$ cat src/rtl/mem_stage_ctrl_if.sv
// mem_stage_ctrl_if: execute-stage inputs, data-memory bus, write-back,
// branch-redirect and fault signals of the MEM pipeline stage.
// slave = the stage controller's view, master = the surrounding pipeline/memory.
interface mem_stage_ctrl_if #(
    parameter int WORD = 64
);
    logic            ex_valid;
    logic [WORD-1:0] alu_result;
    logic [WORD-1:0] branch_target;
    logic [WORD-1:0] write_data;
    logic            zero;
    logic            branch;
    logic            mem_read;
    logic            mem_write;
    logic            mem_req;
    logic            mem_we;
    logic [WORD-1:0] mem_addr;
    logic [WORD-1:0] mem_wdata;
    logic            mem_ack;
    logic [WORD-1:0] mem_rdata;
    logic            stall;
    logic            wb_valid;
    logic [WORD-1:0] wb_data;
    logic [WORD-1:0] wb_alu_result;
    logic            pc_src;
    logic [WORD-1:0] pc_target;
    logic            bus_error;
    logic            align_fault;

    modport slave (
        input  ex_valid, alu_result, branch_target, write_data,
               zero, branch, mem_read, mem_write, mem_ack, mem_rdata,
        output mem_req, mem_we, mem_addr, mem_wdata, stall,
               wb_valid, wb_data, wb_alu_result, pc_src, pc_target,
               bus_error, align_fault
    );

    modport master (
        output ex_valid, alu_result, branch_target, write_data,
               zero, branch, mem_read, mem_write, mem_ack, mem_rdata,
        input  mem_req, mem_we, mem_addr, mem_wdata, stall,
               wb_valid, wb_data, wb_alu_result, pc_src, pc_target,
               bus_error, align_fault
    );
endinterface

$ cat src/rtl/mem_stage_ctrl.sv
// mem_stage_ctrl: MEM pipeline stage controller. Issues one data-memory
// request per load/store, stalls upstream while waiting for mem_ack, bounds
// the wait with a TIMEOUT-cycle counter (bus_error on expiry) and produces a
// one-cycle write-back pulse plus a registered branch redirect.
// Optional feature macro: MISALIGN_TRAP_EN (trap memops whose address is not
// 8-byte aligned with an align_fault pulse instead of issuing them).
module mem_stage_ctrl #(
    parameter int WORD    = 64,
    parameter int TIMEOUT = 16
) (
    input  logic             clk,
    input  logic             reset,
    mem_stage_ctrl_if.slave  bus
);
    localparam int CNT_W = $clog2(TIMEOUT + 1);

    typedef enum logic {
        IDLE = 1'b0,
        WAIT = 1'b1
    } state_t;

    state_t          state_q, state_d;
    logic [CNT_W-1:0] cnt_q, cnt_d;
    logic            mem_req_q, mem_req_d;
    logic            mem_we_q, mem_we_d;
    logic [WORD-1:0] mem_addr_q, mem_addr_d;
    logic [WORD-1:0] mem_wdata_q, mem_wdata_d;
    logic            wb_valid_q, wb_valid_d;
    logic [WORD-1:0] wb_data_q, wb_data_d;
    logic [WORD-1:0] wb_alu_q, wb_alu_d;
    logic            pc_src_q, pc_src_d;
    logic [WORD-1:0] pc_target_q, pc_target_d;
    logic            bus_error_q, bus_error_d;
    logic            align_fault_q, align_fault_d;
    logic            stall_c;
    logic            memop;
    logic            misalign;

    assign memop = bus.ex_valid & (bus.mem_read | bus.mem_write);

`ifdef MISALIGN_TRAP_EN
    assign misalign = memop & (|bus.alu_result[2:0]);
`else
    assign misalign = 1'b0;
`endif

    // Next-state, request latch, write-back and fault-pulse computation.
    always_comb begin
        state_d       = state_q;
        cnt_d         = cnt_q;
        mem_req_d     = mem_req_q;
        mem_we_d      = mem_we_q;
        mem_addr_d    = mem_addr_q;
        mem_wdata_d   = mem_wdata_q;
        wb_valid_d    = 1'b0;
        wb_data_d     = wb_data_q;
        wb_alu_d      = wb_alu_q;
        pc_src_d      = 1'b0;
        pc_target_d   = '0;
        bus_error_d   = 1'b0;
        align_fault_d = 1'b0;
        stall_c       = 1'b0;
        case (state_q)
            IDLE: begin
                pc_src_d = bus.ex_valid & bus.branch & bus.zero;
                if (bus.ex_valid && bus.branch) begin
                    pc_target_d = bus.branch_target;
                end
                if (misalign) begin
                    align_fault_d = 1'b1;
                end else if (memop) begin
                    stall_c     = 1'b1;
                    state_d     = WAIT;
                    cnt_d       = '0;
                    mem_req_d   = 1'b1;
                    // mem_write wins when both control bits are set
                    mem_we_d    = bus.mem_write;
                    mem_addr_d  = bus.alu_result;
                    mem_wdata_d = bus.write_data;
                end else if (bus.ex_valid) begin
                    wb_valid_d = 1'b1;
                    wb_data_d  = bus.alu_result;
                    wb_alu_d   = bus.alu_result;
                end
            end
            WAIT: begin
                if (bus.mem_ack) begin
                    state_d    = IDLE;
                    mem_req_d  = 1'b0;
                    mem_we_d   = 1'b0;
                    wb_valid_d = 1'b1;
                    wb_data_d  = mem_we_q ? mem_addr_q : bus.mem_rdata;
                    wb_alu_d   = mem_addr_q;
                end else begin
                    stall_c = 1'b1;
                    if (cnt_q == CNT_W'(TIMEOUT - 1)) begin
                        state_d     = IDLE;
                        cnt_d       = '0;
                        mem_req_d   = 1'b0;
                        mem_we_d    = 1'b0;
                        bus_error_d = 1'b1;
                    end else begin
                        cnt_d = cnt_q + CNT_W'(1);
                    end
                end
            end
            default: state_d = IDLE;
        endcase
    end

    // State and registered outputs; reset abandons any outstanding request.
    always_ff @(posedge clk or posedge reset) begin
        if (reset) begin
            state_q       <= IDLE;
            cnt_q         <= '0;
            mem_req_q     <= 1'b0;
            mem_we_q      <= 1'b0;
            mem_addr_q    <= '0;
            mem_wdata_q   <= '0;
            wb_valid_q    <= 1'b0;
            wb_data_q     <= '0;
            wb_alu_q      <= '0;
            pc_src_q      <= 1'b0;
            pc_target_q   <= '0;
            bus_error_q   <= 1'b0;
            align_fault_q <= 1'b0;
        end else begin
            state_q       <= state_d;
            cnt_q         <= cnt_d;
            mem_req_q     <= mem_req_d;
            mem_we_q      <= mem_we_d;
            mem_addr_q    <= mem_addr_d;
            mem_wdata_q   <= mem_wdata_d;
            wb_valid_q    <= wb_valid_d;
            wb_data_q     <= wb_data_d;
            wb_alu_q      <= wb_alu_d;
            pc_src_q      <= pc_src_d;
            pc_target_q   <= pc_target_d;
            bus_error_q   <= bus_error_d;
            align_fault_q <= align_fault_d;
        end
    end

    // stall is combinational but must read 0 the instant reset is raised.
    assign bus.stall         = stall_c & ~reset;
    assign bus.mem_req       = mem_req_q;
    assign bus.mem_we        = mem_we_q;
    assign bus.mem_addr      = mem_addr_q;
    assign bus.mem_wdata     = mem_wdata_q;
    assign bus.wb_valid      = wb_valid_q;
    assign bus.wb_data       = wb_data_q;
    assign bus.wb_alu_result = wb_alu_q;
    assign bus.pc_src        = pc_src_q;
    assign bus.pc_target     = pc_target_q;
    assign bus.bus_error     = bus_error_q;
    assign bus.align_fault   = align_fault_q;
endmodule

$ cat src/flat_wrapper.sv
// flat-port wrapper written by rule: the top's interface ports become plain ports
module mem_stage_ctrl_flat 
#(
    parameter int WORD    = 64,
    parameter int TIMEOUT = 16
)
  (clk, reset, bus_ex_valid, bus_alu_result, bus_branch_target, bus_write_data, bus_zero, bus_branch, bus_mem_read, bus_mem_write, bus_mem_ack, bus_mem_rdata, bus_mem_req, bus_mem_we, bus_mem_addr, bus_mem_wdata, bus_stall, bus_wb_valid, bus_wb_data, bus_wb_alu_result, bus_pc_src, bus_pc_target, bus_bus_error, bus_align_fault);
  mem_stage_ctrl_if #(.WORD(WORD)) bus_i ();
  input  logic clk;
  input  logic reset;
  input wire logic [$bits(bus_i.ex_valid)-1:0] bus_ex_valid;
  input wire logic [$bits(bus_i.alu_result)-1:0] bus_alu_result;
  input wire logic [$bits(bus_i.branch_target)-1:0] bus_branch_target;
  input wire logic [$bits(bus_i.write_data)-1:0] bus_write_data;
  input wire logic [$bits(bus_i.zero)-1:0] bus_zero;
  input wire logic [$bits(bus_i.branch)-1:0] bus_branch;
  input wire logic [$bits(bus_i.mem_read)-1:0] bus_mem_read;
  input wire logic [$bits(bus_i.mem_write)-1:0] bus_mem_write;
  input wire logic [$bits(bus_i.mem_ack)-1:0] bus_mem_ack;
  input wire logic [$bits(bus_i.mem_rdata)-1:0] bus_mem_rdata;
  output wire logic [$bits(bus_i.mem_req)-1:0] bus_mem_req;
  output wire logic [$bits(bus_i.mem_we)-1:0] bus_mem_we;
  output wire logic [$bits(bus_i.mem_addr)-1:0] bus_mem_addr;
  output wire logic [$bits(bus_i.mem_wdata)-1:0] bus_mem_wdata;
  output wire logic [$bits(bus_i.stall)-1:0] bus_stall;
  output wire logic [$bits(bus_i.wb_valid)-1:0] bus_wb_valid;
  output wire logic [$bits(bus_i.wb_data)-1:0] bus_wb_data;
  output wire logic [$bits(bus_i.wb_alu_result)-1:0] bus_wb_alu_result;
  output wire logic [$bits(bus_i.pc_src)-1:0] bus_pc_src;
  output wire logic [$bits(bus_i.pc_target)-1:0] bus_pc_target;
  output wire logic [$bits(bus_i.bus_error)-1:0] bus_bus_error;
  output wire logic [$bits(bus_i.align_fault)-1:0] bus_align_fault;
  assign bus_i.ex_valid = bus_ex_valid;
  assign bus_i.alu_result = bus_alu_result;
  assign bus_i.branch_target = bus_branch_target;
  assign bus_i.write_data = bus_write_data;
  assign bus_i.zero = bus_zero;
  assign bus_i.branch = bus_branch;
  assign bus_i.mem_read = bus_mem_read;
  assign bus_i.mem_write = bus_mem_write;
  assign bus_i.mem_ack = bus_mem_ack;
  assign bus_i.mem_rdata = bus_mem_rdata;
  assign bus_mem_req = bus_i.mem_req;
  assign bus_mem_we = bus_i.mem_we;
  assign bus_mem_addr = bus_i.mem_addr;
  assign bus_mem_wdata = bus_i.mem_wdata;
  assign bus_stall = bus_i.stall;
  assign bus_wb_valid = bus_i.wb_valid;
  assign bus_wb_data = bus_i.wb_data;
  assign bus_wb_alu_result = bus_i.wb_alu_result;
  assign bus_pc_src = bus_i.pc_src;
  assign bus_pc_target = bus_i.pc_target;
  assign bus_bus_error = bus_i.bus_error;
  assign bus_align_fault = bus_i.align_fault;
  mem_stage_ctrl #(.WORD(WORD), .TIMEOUT(TIMEOUT)) u_core (.clk(clk), .reset(reset), .bus(bus_i));
endmodule
$ cat config.mk
export PLATFORM = sky130hd
export DESIGN_NAME = mem_stage_ctrl_flat
export DESIGN_NICKNAME = d
export VERILOG_FILES = /design/src/rtl/mem_stage_ctrl_if.sv /design/src/rtl/mem_stage_ctrl.sv /design/src/flat_wrapper.sv
export SDC_FILE = /design/constraint.sdc
export NUM_CORES = 1
export LEC_CHECK = 0
export ABC_CLOCK_PERIOD_IN_PS = 16700
export CAP_MARGIN = 10
export CORE_AREA = 10 10 220 222
export CTS_BUF_LIST = sky130_fd_sc_hd__clkbuf_4 sky130_fd_sc_hd__clkbuf_8
export CTS_CLUSTER_DIAMETER = 200
export DETAILED_ROUTE_END_ITERATION = 6
export DIE_AREA = 0 0 230 232
export HOLD_SLACK_MARGIN = 0.12
export PLACE_DENSITY = 0.61
export SLEW_MARGIN = 20
export SYNTH_ARGS = -nofsm -noshare
export SYNTH_HDL_FRONTEND = slang
export SYNTH_SLANG_ARGS = --single-unit
$ cat constraint.sdc
create_clock -name clk -period 16.7 [get_ports clk]
set_input_delay 1.67 -clock clk [delete_from_list [all_inputs] [get_ports clk]]
set_output_delay 1.67 -clock clk [all_outputs]
set_load 0.05 [all_outputs]
; Word-level counts from Yosys, hierarchy flattened
; Index checks and enable logic that the tools add are counted.
[totals]
register_bits = 331
in_bits = 264
romBits = 0
wordCells = 65
out_inout_bits = 327
mem_bits_rw = 0
mem_count = 0
latchBits = 0
[classes]
order_cmp = 0
add_sub_neg = 1
reduce_logical = 5
eq_ne = 7
mul = 0
n_shift = 0
div_mod_pow = 0
bitwise_logic = 7
muxes = 33
[ops]
columns = operator, count
row1 = $mux W64, 7
row2 = $pmux W64 S2, 2
row3 = $mux W1, 15
row4 = $mux W5, 3
row5 = $pmux W1 S2, 5
row6 = $pmux W5 S2, 1
row7 = $ne A2 B2 Y1 const B, 4
row8 = $reduce_and A2 Y1, 3
row9 = $add A5 B1 Y5 const B, 1
row10 = $eq A5 B4 Y1 const B, 1
row11 = $and A1 B1 Y1, 4
row12 = $ne A3 B3 Y1 const B, 1
row13 = $reduce_and A3 Y1, 1
row14 = $ne A2 B1 Y1 const B, 1
row15 = $not A1 Y1, 2
row16 = $logic_and A1 B1 Y1, 1
row17 = $or A1 B1 Y1, 1

; Depth between registers and ports, before layout
[logic_depth]
ltp_word = 5
mapped_depth = 6
depth_no_buf = 4

; Worst setup path before layout
; OpenSTA, ideal clock, no wires.
[synth_path]
kind = input port to output port
from = input port bus_ex_valid
to = output port bus_stall
t_required_ns = 15.030
n_path_buf = 1
arrival_ns = 3.007
path_stages = 4
path_slack_ns = 12.023
path_cell_list = nor2b_1 -> o21ai_2 -> buf_2 -> a21oi_1
[synth_between]
elab_chain_cells = 4
[synth_rtl]
columns = element, line
row1 = from (decl), flat_wrapper.sv:11  ; input wire logic [$bits(bus_i.ex_valid)-1:0] bus_ex_valid;
row2 = $and A1 B1 Y1, mem_stage_ctrl.sv:39  ; assign memop = bus.ex_valid & (bus.mem_read | bus.mem_write);
row3 = $mux W1, mem_stage_ctrl.sv:71  ; end else if (memop) begin
row4 = $pmux W1 S2, mem_stage_ctrl.sv:63  ; case (state_q)
row5 = $and A1 B1 Y1, mem_stage_ctrl.sv:145  ; assign bus.stall = stall_c & ~reset;
row6 = to (decl), flat_wrapper.sv:25  ; output wire logic [$bits(bus_i.stall)-1:0] bus_stall;
; No other way between the ends.

; Final worst setup path
[layout_path]
from = input port bus_mem_ack
to = output port bus_stall
[layout_between]
elab_chain_cells = 3
[layout_rtl]
columns = element, line
row1 = from (decl), flat_wrapper.sv:19  ; input wire logic [$bits(bus_i.mem_ack)-1:0] bus_mem_ack;
row2 = $mux W1, mem_stage_ctrl.sv:87  ; if (bus.mem_ack) begin
row3 = $pmux W1 S2, mem_stage_ctrl.sv:63
row4 = $and A1 B1 Y1, mem_stage_ctrl.sv:145
; No other way between the ends.

==> results.cfg <==
[run_status]
outcome = complete, no violations

[synth]
synth-seq-cells = 331
synth-xor-area-share_pct = 0
synth_ff_type = dfrtp_1
synth-edff-count = 0
yosys.area_share.simple_pct = 8.133
synth.area.mux_share_pct = 20.14
synth_top_family_by_area = multiplexers
ys_seq_area_share_pct = 61.04
synth_compound_area_share_pct = 7.644
synth_cells = 1035
synth.distinct_cells = 33
syn-mean-instance-area_um2 = 13.11
syn_nets = 1300
async_flop_share_pct = 100.0
synth_area_um2 = 13570
synthAdderAreaFrac_pct = 0.09221
yosysWarnings = 0

[pwr]
switchingPower_mw = 1.466
internal-power_mw = 1.985
comb_power_share_pct = 43.8
clkPwrFrac_pct = 23.4
power_mw = 3.451
p_leak_nw = 9.236
pwr-share-seq_pct = 32.8
irDropWorstVdd_mv = 0.08495
switching_share_pct = 42.47
power_per_cell_area_nw_per_um2 = 162.1

[sta]
post-route-min-period_ns = 5.244
hold_slack_ns = 0.4976
grt_setup_unrepaired = no
skew_ns = 0.01378
timing.fmax_ghz = 0.1907
tightest_slew_ns = 1.065
slew_viol_final = 0
setup_viol = 0
setup_tns_ns = 0
fin_crit_sh_pct = 31.40
hold_viol_final = 0
setup_slack_ns = 11.46
relSlewSlack_pct = 29.02

[worst_setup_path]
cp_cell_sequence = clkdlybuf4s50_1, nand2b_1, a21oi_1, clkdlybuf4s50_1
cp_max_fo = 6
max_stage_delay_ns = 0.83
cp_slowest_cell = clkdlybuf4s50_1
endpoint_kind = output pin
crit_top_cell = clkdlybuf4s50_1
arrival_ns = 3.57
cp.required_ns = 15.03
cp-start-kind = primary input
path_class = primary input to output pin

[clock_network]
clkSlewWorstSetupHoldPaths_ns = 0.06
cts_tree = yes
post_cts_buffers = 0
clock-sinks = 331
clk-insertion-delay-late_ns = 0.64
numCtsBuffers = 59
hold_buffers = 0
cts_max_level = 2
cts.path.max_buffers = 3
ctsResizeCount = 0
cts-root-buf = clkbuf_8

[placed_design]
gp_congestion = 0.8366
place_hpwl_um = 39320
dp_slack_ns = 11.45
portBuffers = 589

[route]
routed_wl_um = 54540
post_drt_wl_per_cell_um = 24.20
initialDrtViolationCount = 551
firstDrtPassIters = 4
vias_per_cell = 4.856
ant_nets = 0
drc = 0
num_vias = 10950

[flow_run]
drv_cap = 0

[final_layout]
drive_above_1_share_pct = 15.71
nets = 1876
utilization_pct = 48.46
area_growth_pct = 56.88

[die]
die_area_um2 = 53360
core_um2 = 43930
die_h_um = 232
initial_core_util_pct = 30.89
std_cell_rows = 77
num_io_pins = 591
die_w_um = 230

[global_route]
grt_pass1_wl_um = 80070
first_global_vias = 11830
grt_usage_pct = 19.69
grt_max_degree = 152
antenna_found_initial = 3
gr-total-overflow = 0

[worst_hold_path]
hp-class = flip-flop to flip-flop
-- stage by stage --
stage | instance area (um2) | instances
finish | 21290 | 2254
CTS | 21290 | 2253
global placement | 19990 | 2142
floorplan | 13570 | 1035
global route | 21290 | 2254
detailed placement | 19990 | 2142
-- worst paths after layout --
kind                                                end                          from  cells past startpoint  slack (ns)
setup / recovery                              bus_stall                   bus_mem_ack                      4       11.46
hold / removal             u_core.bus.wb_alu_result[56]  u_core.bus.wb_alu_result[56]                      2        0.50
setup reg to reg                 u_core.bus.wb_data[35]                u_core.state_q                      5       13.81
hold reg to reg            u_core.bus.wb_alu_result[56]  u_core.bus.wb_alu_result[56]                      2        0.50
max in group asynchronous        u_core.bus.wb_data[11]                         reset                      3       13.55
min in group asynchronous       u_core.bus.mem_wdata[7]                         reset                      2        1.60
-- logic make-up after synthesis --
| group | count (synthesis) |
|---|---|
| AO/OA/AOI/OAI | 140 |
| adder cells (fa/ha/maj) | 1 |
| buffers and inverters | 89 |
| flip-flops | 331 |
| multiplexers | 257 |
| other | 1 |
| AND/OR/NAND/NOR | 216 |
-- synthesized netlist by cell type, types with 16 or more instances --
master / number / share of area [%]
nor2_1: 66 / 1.8
mux2_2: 128 / 11
dfrtp_1: 331 / 61
nand3_1: 66 / 2.4
buf_2: 35 / 1.3
a221o_1: 64 / 4.7
mux2i_1: 129 / 9.5
o21ai_0: 25 / 0.92
clkbuf_1: 31 / 0.86
o21ai_1: 41 / 1.5
buf_1: 16 / 0.44
and3_1: 66 / 3.0
-- state kept, by name, summed over array words and instances (netlist names) --
register and count:
u_core.bus.mem_addr 64, u_core.bus.mem_wdata 64, u_core.bus.pc_target 64, u_core.bus.wb_alu_result 64, u_core.bus.wb_data 64, u_core.cnt_q 5
u_core.bus.bus_error 1, u_core.bus.mem_req 1, u_core.bus.mem_we 1, u_core.bus.pc_src 1, u_core.bus.wb_valid 1, u_core.state_q 1
-- area by class of cell --
cell class | instances | area, um2
antenna | 1 | 2.502
clock inverter | 13 | 72.57
sequential | 331 | 8290
multi-input combinational | 615 | 4941
inverter | 3 | 18.77
fill | 4039 | 22640
clock buffer | 98 | 1224
timing repair buffer | 601 | 5998
tap | 592 | 740.7
-- power by group through the flow --
stage          clock network, mW  logic, mW  registers (mW)
6_report                   0.808       1.51            1.13
5_1_grt                    0.870       1.58            1.16
4_1_cts                    0.835       1.53            1.13
3_5_place_dp                   0       1.53            1.14
3_3_place_gp                   0       1.52            1.14
2_1_floorplan                  0      0.302            1.76
-- placed cells by master, fill, tap and decap left out, types with 2 or more instances in the layout --
cell / instances
a21oi_1: 3
a221o_1: 64
and3_1: 66
buf_4: 11
clkbuf_4: 20
clkbuf_8: 78
clkdlybuf4s50_1: 589
clkinv_2: 10
clkinvlp_4: 3
dfrtp_1: 329
dfrtp_4: 2
inv_1: 2
mux2_2: 128
mux2i_1: 129
nand2_1: 5
nand2b_1: 3
nand3_1: 66
nand4_1: 2
nor2_1: 66
o21ai_0: 25
o21ai_1: 41
-- critical path, delay by kind of cell --
family	cells	cell delay, ns
and+or+nand+nor	1	0.30
AOI/OAI and AO/OA	1	0.21
buffers and inverters	2	1.38
-- routing by layer --
metal | global-route usage, % | routed length (um) | vias up
li1 | - | - | 4931
met1 | 21.71 | 20390 | 5487
met2 | 33.63 | 27170 | 460
met3 | 9.431 | 5875 | 66
met4 | 4.872 | 1100 | 2
met5 | 0 | 12 | -
Note: power is estimated with default switching activity, not from simulation.
